--- config.mk ---
export PLATFORM = sky130hd
export DESIGN_NAME = multicycle_control_flat
export DESIGN_NICKNAME = d
export VERILOG_FILES = /design/src/rtl/riscv_ctrl_pkg.sv /design/src/rtl/multicycle_control_if.sv /design/src/rtl/opcode_classifier.sv /design/src/rtl/multicycle_control.sv /design/src/flat_wrapper.sv
export SDC_FILE = /design/constraint.sdc
export NUM_CORES = 1
export LEC_CHECK = 0
export CORE_AREA = 2 2 80 82
export DETAILED_ROUTE_END_ITERATION = 10
export DIE_AREA = 0 0 82 84
export PLACE_DENSITY_LB_ADDON = 0.15
export SLEW_MARGIN = 0
export SYNTH_ARGS = -nofsm -noshare
export SYNTH_HDL_FRONTEND = slang
export SYNTH_SLANG_ARGS = --single-unit
export TNS_END_PERCENT = 20
--- constraint.sdc ---
create_clock -name clk -period 2.3 [get_ports clk]
set_input_delay 0.23 -clock clk [delete_from_list [all_inputs] [get_ports clk]]
set_output_delay 0.23 -clock clk [all_outputs]
set_load 0.1 [all_outputs]
--- src/rtl/riscv_ctrl_pkg.sv ---
// Shared encodings for the RV32 control path: opcodes, FSM states, opcode classes, ALU op codes.
// Included by both the multi-cycle sequencer and the single-cycle decoder.
package riscv_ctrl_pkg;

  localparam logic [6:0] OPC_R      = 7'b0110011;
  localparam logic [6:0] OPC_I      = 7'b0010011;
  localparam logic [6:0] OPC_LOAD   = 7'b0000011;
  localparam logic [6:0] OPC_STORE  = 7'b0100011;
  localparam logic [6:0] OPC_BRANCH = 7'b1100011;

  typedef enum logic [2:0] {
    ST_FETCH  = 3'd0,
    ST_DECODE = 3'd1,
    ST_EXEC   = 3'd2,
    ST_MEM    = 3'd3,
    ST_WB     = 3'd4
  } state_t;

  typedef enum logic [2:0] {
    CLS_R       = 3'd0,
    CLS_I       = 3'd1,
    CLS_LOAD    = 3'd2,
    CLS_STORE   = 3'd3,
    CLS_BRANCH  = 3'd4,
    CLS_ILLEGAL = 3'd5
  } op_class_t;

  localparam logic [1:0] ALUOP_ADD    = 2'b00;
  localparam logic [1:0] ALUOP_SUB    = 2'b01;
  localparam logic [1:0] ALUOP_RFUNCT = 2'b10;
  localparam logic [1:0] ALUOP_IFUNCT = 2'b11;

endpackage

--- src/rtl/multicycle_control_if.sv ---
// Controller <-> datapath/memory-port bundle: IR opcode, memory handshake, datapath strobes, retire count.
interface multicycle_control_if #(
  parameter int CNT_W = 32
);
  logic [6:0]       opcode;
  logic             mem_ready;
  logic             pc_write;
  logic             pc_write_cond;
  logic             ir_write;
  logic             iord;
  logic             mem_read;
  logic             mem_write;
  logic             alu_src;
  logic [1:0]       aluop;
  logic             branch;
  logic             reg_write;
  logic             mem_to_reg;
  logic             illegal;
  logic             bus_err;
  logic [CNT_W-1:0] instret;

  modport master (
    input  opcode, mem_ready,
    output pc_write, pc_write_cond, ir_write, iord, mem_read, mem_write,
           alu_src, aluop, branch, reg_write, mem_to_reg, illegal, bus_err, instret
  );

  modport slave (
    output opcode, mem_ready,
    input  pc_write, pc_write_cond, ir_write, iord, mem_read, mem_write,
           alu_src, aluop, branch, reg_write, mem_to_reg, illegal, bus_err, instret
  );
endinterface

--- src/rtl/opcode_classifier.sv ---
// Combinational map from the 7-bit RV32 major opcode to its instruction class.
module opcode_classifier
  import riscv_ctrl_pkg::*;
(
  input  logic [6:0] opcode,
  output op_class_t  op_class
);

  always_comb begin
    op_class = CLS_ILLEGAL;
    case (opcode)
      OPC_R:      op_class = CLS_R;
      OPC_I:      op_class = CLS_I;
      OPC_LOAD:   op_class = CLS_LOAD;
      OPC_STORE:  op_class = CLS_STORE;
      OPC_BRANCH: op_class = CLS_BRANCH;
      default:    op_class = CLS_ILLEGAL;
    endcase
  end

endmodule

--- src/rtl/multicycle_control.sv ---
// Multi-cycle RV32 sequencer: steps the shared datapath through FETCH/DECODE/EXEC/MEM/WB,
// bounds memory waits with a timeout, and counts retired instructions.
module multicycle_control
  import riscv_ctrl_pkg::*;
#(
  parameter int TIMEOUT = 16,
  parameter int CNT_W   = 32
) (
  input  logic                 clk,
  input  logic                 rst,
  multicycle_control_if.master bus
);

  localparam int WAIT_W = $clog2(TIMEOUT + 1);

  state_t           state;
  op_class_t        op_class;
  op_class_t        dec_class;
  logic [WAIT_W-1:0] wait_cnt;
  logic [CNT_W-1:0] instret_q;
  logic             in_access;
  logic             timeout;

  opcode_classifier u_classifier (
    .opcode   (bus.opcode),
    .op_class (dec_class)
  );

  assign in_access = (state == ST_FETCH) || (state == ST_MEM);
  assign timeout   = in_access && !bus.mem_ready && (wait_cnt == WAIT_W'(TIMEOUT - 1));

  // Every path into FETCH or MEM clears wait_cnt, so each access starts its own wait budget.
  always_ff @(posedge clk or posedge rst) begin
    if (rst) begin
      state     <= ST_FETCH;
      op_class  <= CLS_ILLEGAL;
      wait_cnt  <= '0;
      instret_q <= '0;
    end else begin
      case (state)
        ST_FETCH: begin
          if (bus.mem_ready) begin
            state <= ST_DECODE;
          end else if (timeout) begin
            state    <= ST_FETCH;
            wait_cnt <= '0;
          end else begin
            wait_cnt <= wait_cnt + 1'b1;
          end
        end
        ST_DECODE: begin
          op_class <= dec_class;
          wait_cnt <= '0;
          state    <= (dec_class == CLS_ILLEGAL) ? ST_FETCH : ST_EXEC;
        end
        ST_EXEC: begin
          wait_cnt <= '0;
          case (op_class)
            CLS_R, CLS_I:         state <= ST_WB;
            CLS_LOAD, CLS_STORE:  state <= ST_MEM;
            CLS_BRANCH: begin
              instret_q <= instret_q + 1'b1;
              state     <= ST_FETCH;
            end
            default:              state <= ST_FETCH;
          endcase
        end
        ST_MEM: begin
          if (bus.mem_ready) begin
            wait_cnt <= '0;
            if (op_class == CLS_LOAD) begin
              state <= ST_WB;
            end else begin
              instret_q <= instret_q + 1'b1;
              state     <= ST_FETCH;
            end
          end else if (timeout) begin
            wait_cnt <= '0;
            state    <= ST_FETCH;
          end else begin
            wait_cnt <= wait_cnt + 1'b1;
          end
        end
        ST_WB: begin
          instret_q <= instret_q + 1'b1;
          wait_cnt  <= '0;
          state     <= ST_FETCH;
        end
        default: begin
          wait_cnt <= '0;
          state    <= ST_FETCH;
        end
      endcase
    end
  end

  logic       pc_write_c, pc_write_cond_c, ir_write_c, iord_c, mem_read_c, mem_write_c;
  logic       alu_src_c, branch_c, reg_write_c, mem_to_reg_c, illegal_c, bus_err_c;
  logic [1:0] aluop_c;

  // Moore decode, blanked while rst is high so an abort kills strobes in the same cycle.
  // ir_write/pc_write are qualified by mem_ready because they load at the completing edge.
  always_comb begin
    pc_write_c      = 1'b0;
    pc_write_cond_c = 1'b0;
    ir_write_c      = 1'b0;
    iord_c          = 1'b0;
    mem_read_c      = 1'b0;
    mem_write_c     = 1'b0;
    alu_src_c       = 1'b0;
    aluop_c         = ALUOP_ADD;
    branch_c        = 1'b0;
    reg_write_c     = 1'b0;
    mem_to_reg_c    = 1'b0;
    illegal_c       = 1'b0;
    bus_err_c       = 1'b0;
    if (!rst) begin
      bus_err_c = timeout;
      case (state)
        ST_FETCH: begin
          mem_read_c = 1'b1;
          ir_write_c = bus.mem_ready;
          pc_write_c = bus.mem_ready;
        end
        ST_DECODE: illegal_c = (dec_class == CLS_ILLEGAL);
        ST_EXEC: begin
          case (op_class)
            CLS_R:      aluop_c = ALUOP_RFUNCT;
            CLS_I: begin
              aluop_c   = ALUOP_IFUNCT;
              alu_src_c = 1'b1;
            end
            CLS_LOAD, CLS_STORE: begin
              aluop_c   = ALUOP_ADD;
              alu_src_c = 1'b1;
            end
            CLS_BRANCH: begin
              aluop_c         = ALUOP_SUB;
              branch_c        = 1'b1;
              pc_write_cond_c = 1'b1;
            end
            default: ;
          endcase
        end
        ST_MEM: begin
          iord_c      = 1'b1;
          mem_read_c  = (op_class == CLS_LOAD);
          mem_write_c = (op_class == CLS_STORE);
        end
        ST_WB: begin
          reg_write_c  = 1'b1;
          mem_to_reg_c = (op_class == CLS_LOAD);
        end
        default: ;
      endcase
    end
  end

  assign bus.pc_write      = pc_write_c;
  assign bus.pc_write_cond = pc_write_cond_c;
  assign bus.ir_write      = ir_write_c;
  assign bus.iord          = iord_c;
  assign bus.mem_read      = mem_read_c;
  assign bus.mem_write     = mem_write_c;
  assign bus.alu_src       = alu_src_c;
  assign bus.aluop         = aluop_c;
  assign bus.branch        = branch_c;
  assign bus.reg_write     = reg_write_c;
  assign bus.mem_to_reg    = mem_to_reg_c;
  assign bus.illegal       = illegal_c;
  assign bus.bus_err       = bus_err_c;
  assign bus.instret       = instret_q;

endmodule
--- src/flat_wrapper.sv ---
// flat-port wrapper written by rule: the top's interface ports become plain ports
module multicycle_control_flat import riscv_ctrl_pkg::*;
#(
  parameter int TIMEOUT = 16,
  parameter int CNT_W   = 32
)
  (clk, rst, bus_opcode, bus_mem_ready, bus_pc_write, bus_pc_write_cond, bus_ir_write, bus_iord, bus_mem_read, bus_mem_write, bus_alu_src, bus_aluop, bus_branch, bus_reg_write, bus_mem_to_reg, bus_illegal, bus_bus_err, bus_instret);
  multicycle_control_if #(.CNT_W(CNT_W)) bus_i ();
  input  logic clk;
  input  logic rst;
  input wire logic [$bits(bus_i.opcode)-1:0] bus_opcode;
  input wire logic [$bits(bus_i.mem_ready)-1:0] bus_mem_ready;
  output wire logic [$bits(bus_i.pc_write)-1:0] bus_pc_write;
  output wire logic [$bits(bus_i.pc_write_cond)-1:0] bus_pc_write_cond;
  output wire logic [$bits(bus_i.ir_write)-1:0] bus_ir_write;
  output wire logic [$bits(bus_i.iord)-1:0] bus_iord;
  output wire logic [$bits(bus_i.mem_read)-1:0] bus_mem_read;
  output wire logic [$bits(bus_i.mem_write)-1:0] bus_mem_write;
  output wire logic [$bits(bus_i.alu_src)-1:0] bus_alu_src;
  output wire logic [$bits(bus_i.aluop)-1:0] bus_aluop;
  output wire logic [$bits(bus_i.branch)-1:0] bus_branch;
  output wire logic [$bits(bus_i.reg_write)-1:0] bus_reg_write;
  output wire logic [$bits(bus_i.mem_to_reg)-1:0] bus_mem_to_reg;
  output wire logic [$bits(bus_i.illegal)-1:0] bus_illegal;
  output wire logic [$bits(bus_i.bus_err)-1:0] bus_bus_err;
  output wire logic [$bits(bus_i.instret)-1:0] bus_instret;
  assign bus_i.opcode = bus_opcode;
  assign bus_i.mem_ready = bus_mem_ready;
  assign bus_pc_write = bus_i.pc_write;
  assign bus_pc_write_cond = bus_i.pc_write_cond;
  assign bus_ir_write = bus_i.ir_write;
  assign bus_iord = bus_i.iord;
  assign bus_mem_read = bus_i.mem_read;
  assign bus_mem_write = bus_i.mem_write;
  assign bus_alu_src = bus_i.alu_src;
  assign bus_aluop = bus_i.aluop;
  assign bus_branch = bus_i.branch;
  assign bus_reg_write = bus_i.reg_write;
  assign bus_mem_to_reg = bus_i.mem_to_reg;
  assign bus_illegal = bus_i.illegal;
  assign bus_bus_err = bus_i.bus_err;
  assign bus_instret = bus_i.instret;
  multicycle_control #(.TIMEOUT(TIMEOUT), .CNT_W(CNT_W)) u_core (.clk(clk), .rst(rst), .bus(bus_i));
endmodule
# Yosys cells after proc, flatten, opt, wreduce, memory -nomap -nowiden

Cells that the tools add are included.

Add/sub/neg operators: 2
Multipliers: 0
Div/mod/pow operators: 0
Order comparisons: 0
Equal/unequal tests: 19
Shift operators: 0
Mux-type cells: 40
Bitwise logic cells: 0
Reductions and logical operators: 11

Operators by type and width:

| operator                | count |
|---|---|
| $mux W32                | 3 |
| $pmux W32 S3            | 1 |
| $add A32 B1 Y32 const B | 1 |
| $mux W1                 | 20 |
| $mux W5                 | 3 |
| $pmux W3 S5             | 1 |
| $eq A7 B6 Y1 const B    | 2 |
| $eq A3 B2 Y1 const B    | 4 |
| $mux W3                 | 4 |
| $pmux W3 S4             | 1 |
| $pmux W5 S2             | 1 |
| $eq A3 B3 Y1 const B    | 3 |
| $eq A7 B2 Y1 const B    | 1 |
| $eq A7 B5 Y1 const B    | 1 |
| $eq A7 B7 Y1 const B    | 1 |
| $eq A3 B1 Y1 const B    | 2 |
| $logic_not A3 Y1        | 2 |
| $mux W2                 | 3 |
| $ne A2 B2 Y1 const B    | 3 |
| $pmux W2 S3             | 1 |
| $pmux W3 S2             | 1 |
| $add A5 B1 Y5 const B   | 1 |
| $eq A5 B4 Y1 const B    | 1 |
| $reduce_and A4 Y1       | 1 |
| 8 further kinds         | 10 |

Bits in registers: 43
Bits in latches: 0
Memory bits (writable): 0
Memory bits (read-only): 0
Input port bits: 10
Output and inout bits: 46
Memories: 0

# Logic depth before layout (Yosys ltp)

Depth after elaboration: 7
Depth in mapped cells: 8
Mapped depth without buffers: 6

# By module

Synthesis repeated with hierarchy kept, for this count alone.

Cells, all modules: 211
Area total of the unflattened synthesis: 2,175.8 sq um

By module, submodules not included:

| module             | instances | cells an instance | area an instance (sq um) | sequential area each (sq um) |
|---|---|---|---|---|
| multicycle_control | 1         | 203               | 2,124.5                  | 1,078.5 |
| opcode_classifier  | 1         | 8                 | 51.3                     | 0.0 |

# Least setup slack after synthesis

Ideal clock, no wire load.

Path type: register to output
From: reg u_core.state[0]
To: out bus_bus_err
Arrival time: 4.332 ns
Data required time: 2.070 ns
Path slack: -2.262 ns
Cell stages (with the launch flop): 6
Path buffers: 2
Path through: dfrtp_1 -> clkbuf_1 -> or2_2 -> clkbuf_1 -> a21o_1 -> nor4b_1

Cells in the longest elaborated chain, start to end: 5
Elaborated cells on any way between the ends: 6
Classes of those cells: eq/ne (1); mux (1); reduce/logical (4)

Ends and longest elaborated chain:

| item                                             | line                      | source |
|---|---|---|
| start, declared                                  | multicycle_control.sv:16  | `state_t state;` |
| start signal, assigned                           | multicycle_control.sv:54  | `state <= (dec_class == CLS_ILLEGAL) ? ST_FETCH : ST_EXEC;` |
| $eq A3 B2 Y1 or $logic_not A3 Y1 (tied branches) | multicycle_control.sv:29  | `assign in_access = (state == ST_FETCH) \|\| (state == ST_MEM);` |
| $logic_or A1 B1 Y1 (*)                           | multicycle_control.sv:29  |  |
| $logic_and A1 B1 Y1 (*) (2 in series)            | multicycle_control.sv:30  | `assign timeout = in_access && !bus.mem_ready && (wait_cnt == WAIT_W'(TIMEOUT - 1));` |
| $mux W1 (*)                                      | multicycle_control.sv:117 | `if (!rst) begin` |
| end, declared                                    | flat_wrapper.sv:25        | `output wire logic [$bits(bus_i.bus_err)-1:0] bus_bus_err;` |

Mark *: on every way between the ends. The rest lies on a longest branch, timed or not.

# Final worst setup path

From: reg u_core.state[0]
To: out bus_illegal

Cells in the longest elaborated chain, start to end: 3

Ends and longest elaborated chain:

| item          | line                      | source |
|---|---|---|
| $eq A3 B1 Y1  | multicycle_control.sv:119 | `case (state)` |
| $mux W1       | multicycle_control.sv:119 |  |
| $mux W1       | multicycle_control.sv:117 |  |
| end, declared | flat_wrapper.sv:24        | `output wire logic [$bits(bus_i.illegal)-1:0] bus_illegal;` |

No other way between the ends.

==> impl_metrics.tcl <==
set metrics [dict create \
    routed_via_density 5.17 \
    max_stage_delay_ns 0.54 \
    synth-edff-count 0 \
    place_congestion 0.775 \
    grt_pass1_wl_um 9540 \
    end_kind "output pin" \
    dp_cells 373 \
    setup_viol 0 \
    routedWlPerCell_um 14.5 \
    port_buffers 55 \
    synth-async-reset-ratio_pct 100 \
    drc 0 \
    die_y_um 84 \
    crit_path_max_fanout 8 \
    area_growth_pct 39.7 \
    synth_top_family_by_area "simple AND/OR/NAND/NOR gates" \
    wirelength_um 5510 \
    slew_violations 0 \
    power.density_mw_per_mm2 558 \
    fin_area_sq_mm 0.00328 \
    maxSlewHeadroom_pct 63.9 \
    start_util_pct 38.5 \
    finalHoldViolations 0 \
    synth_cell_types 45 \
    fp-row-count 29 \
    worst_pin_slew_ns 0.540 \
    cts_buffers 5 \
    dr_total_vias 1969 \
    clock-sinks 43 \
    io_pins 56 \
    status "finished clean" \
    crit_family "simple AND/OR/NAND/NOR gates" \
    cts_tree "built" \
    synth_warnings 0 \
    pwr-share-comb_pct 17.2 \
    dieArea_sq_mm 0.00689 \
    synth_compound_area_share_pct 5.76 \
    ir_worst_vdd_v 0.000282 \
    p_int_mw 1.32 \
    drt_iter0_drc 78 \
    holdWs_ns 0.482 \
    synth_seq_area_share_pct 46.0 \
    antenna_found_initial 0 \
    drive_above_1_share_pct 27.6 \
    die_w_um 82 \
    drt-pass1-iter-count 4 \
    worst-path-buf-inv 2 \
    dpl.hpwl_um 4130 \
    path_clk_slew_ns 0.08 \
    cpMaxStageDelayCell "or3b_2" \
    p_seq_share_pct 45.0 \
    syn-instance-count 244 \
    p_leak_nw 1.27 \
    post-route-period-util_pct 93.9 \
    ant_nets 0 \
    crit_path_start_kind "flip-flop" \
    synth-simple-area-share_pct 30.6 \
    rsz0062_at_grt "no" \
    max_freq_mhz 463 \
    placed_area_sq_mm 0.00314 \
    fin_skew_ns 0.00868 \
    htree_levels 2 \
    synthAdderAreaFrac_pct 1.07 \
    core_area_sq_mm 0.00610 \
    synthMuxAreaShare_pct 0.427 \
    syn_nets 256 \
    fillers 573 \
    synthFlopType "dfrtp_1" \
    cts-hold-fix-buffers 0 \
    clockBufferDepth 2 \
    synth_area_sq_mm 0.00235 \
    p_sw_mw 0.510 \
    p_clk_share_pct 37.8 \
    hold_path.class "reg -> reg" \
    grt_pass1_vias 1961 \
    root_buffer "clkbuf_8" \
    utilization_pct 53.8 \
    finalCriticalPeriod_ns 2.16 \
    ys_ff_latch 43 \
    path_cells "buf_4, or3b_2, nor3_4, buf_12" \
    instances_no_fill 381 \
    clock_latency_ns 0.29 \
    nets 315 \
    setup-tns-final_ns 0 \
    grt_usage_pct 17.7 \
    synth-xor-area-share_pct 12.7 \
    cp_data_required_time_ns 2.07 \
    syn_avg_cell_area_sq_um 9.61 \
    diodes 0 \
    grt_max_degree 33 \
    overflow 0 \
    switching_share_pct 27.9 \
    critical_path_class "reg -> out" \
    worst_ep_arrival_time_ns 1.93 \
    maxCapViolCount 0 \
]
-- synth_stat cells (3+ instances only) --
master | number | area share [%]
a21oi_1 | 6 | 1.3
and2_1 | 4 | 1.1
and3_1 | 3 | 0.80
buf_2 | 3 | 0.64
buf_4 | 3 | 0.96
clkbuf_1 | 6 | 0.96
dfrtp_1 | 41 | 44
inv_1 | 3 | 0.48
nand2_1 | 20 | 3.2
nand2b_1 | 8 | 2.1
nand3_1 | 18 | 3.8
nand4_1 | 11 | 2.9
nor2_1 | 19 | 3.0
nor3_1 | 9 | 1.9
nor3b_1 | 3 | 0.96
nor4_1 | 10 | 2.7
nor4_2 | 3 | 1.6
nor4b_1 | 4 | 1.5
o21ai_0 | 4 | 0.85
o41ai_1 | 3 | 1.1
xnor2_1 | 16 | 6.0
xor2_1 | 18 | 6.7
-- what timing repair did --
action | in CTS | in global routing
endpoints found under the setup margin | 0 | 1
resized for setup | 0 | 2
setup buffers | 0 | 0
-- layer usage --
metal  GRT usage [%]  vias up  part of all wire (%)
li1                -      977                     -
met1            23.8      940                    45
met2            28.7       47                    50
met3            4.44        5                   4.4
met4            3.64        0                  0.85
met5               0        -                     0
-- final timing paths --
path | start | to | slack (ns) | cells after the start
max | u_core.state[0] | bus_illegal | 0.14 | 4
min | u_core.bus.instret[31] | u_core.bus.instret[31] | 0.48 | 1
max reg2reg | u_core.op_class[2] | u_core.bus.instret[7] | 0.26 | 6
min reg2reg | u_core.bus.instret[31] | u_core.bus.instret[31] | 0.48 | 1
max in group asynchronous | rst | u_core.state[1] | 1.23 | 4
min in group asynchronous | rst | u_core.bus.instret[16] | 0.50 | 3
-- flip-flops by register name, indices dropped and copies added (netlist names) --
signal / flops
u_core.op_class: 3
u_core.bus.instret: 32
u_core.state: 3
u_core.wait_cnt: 5
-- cells by family after synthesis --
| kind of cell | after synthesis |
|---|---|
| flip-flops | 43 |
| AND/OR/NAND/NOR | 127 |
| multiplexers | 1 |
| adder cells (fa/ha/maj) | 2 |
| AO/OA/AOI/OAI | 21 |
| XOR/XNOR | 34 |
| buffers and inverters | 16 |
-- cell type report --
class / count / area (sq um) / share of cell area (%)
timing repair buffer: 65 / 698 / 21.3
multi-input combinational: 185 / 1260 / 38.4
sequential: 43 / 1080 / 32.9
tap: 77 / 96.3 / 2.94
clock buffer: 6 / 72.6 / 2.21
inverter: 3 / 11.3 / 0.344
clock inverter: 2 / 60.1 / 1.83
-- per-stage QoR --
stage / setup slack, ns / power [mW]
2_1_floorplan: -0.451 / 1.06
4_1_cts: 0.0327 / 1.85
6_report: 0.139 / 1.83
5_1_grt: 0.0262 / 1.92
3_5_place_dp: 0.212 / 1.15
3_3_place_gp: 0.268 / 1.15
-- power groups by stage --
stage / Clock, mW / Combinational [mW] / Sequential [mW]
after floorplan: 0 / 0.152 / 0.909
after global placement: 0 / 0.314 / 0.836
after detailed placement: 0 / 0.315 / 0.837
after CTS: 0.711 / 0.317 / 0.823
after global routing: 0.752 / 0.341 / 0.828
final: 0.692 / 0.315 / 0.823
-- placed cells by master (no fill, tap or decap), drive strengths merged, types with 5 or more instances in the layout --
master	count
nor2	21
nor3	9
o21ai	5
nand2b	8
dfrtp	41
nand3	18
nand2	21
xnor2	16
nor4	13
nand4	11
a21oi	6
clkdlybuf4s50	9
xor2	18
clkbuf	6
buf	56
No activity file was read; power rests on OpenSTA's default activity.
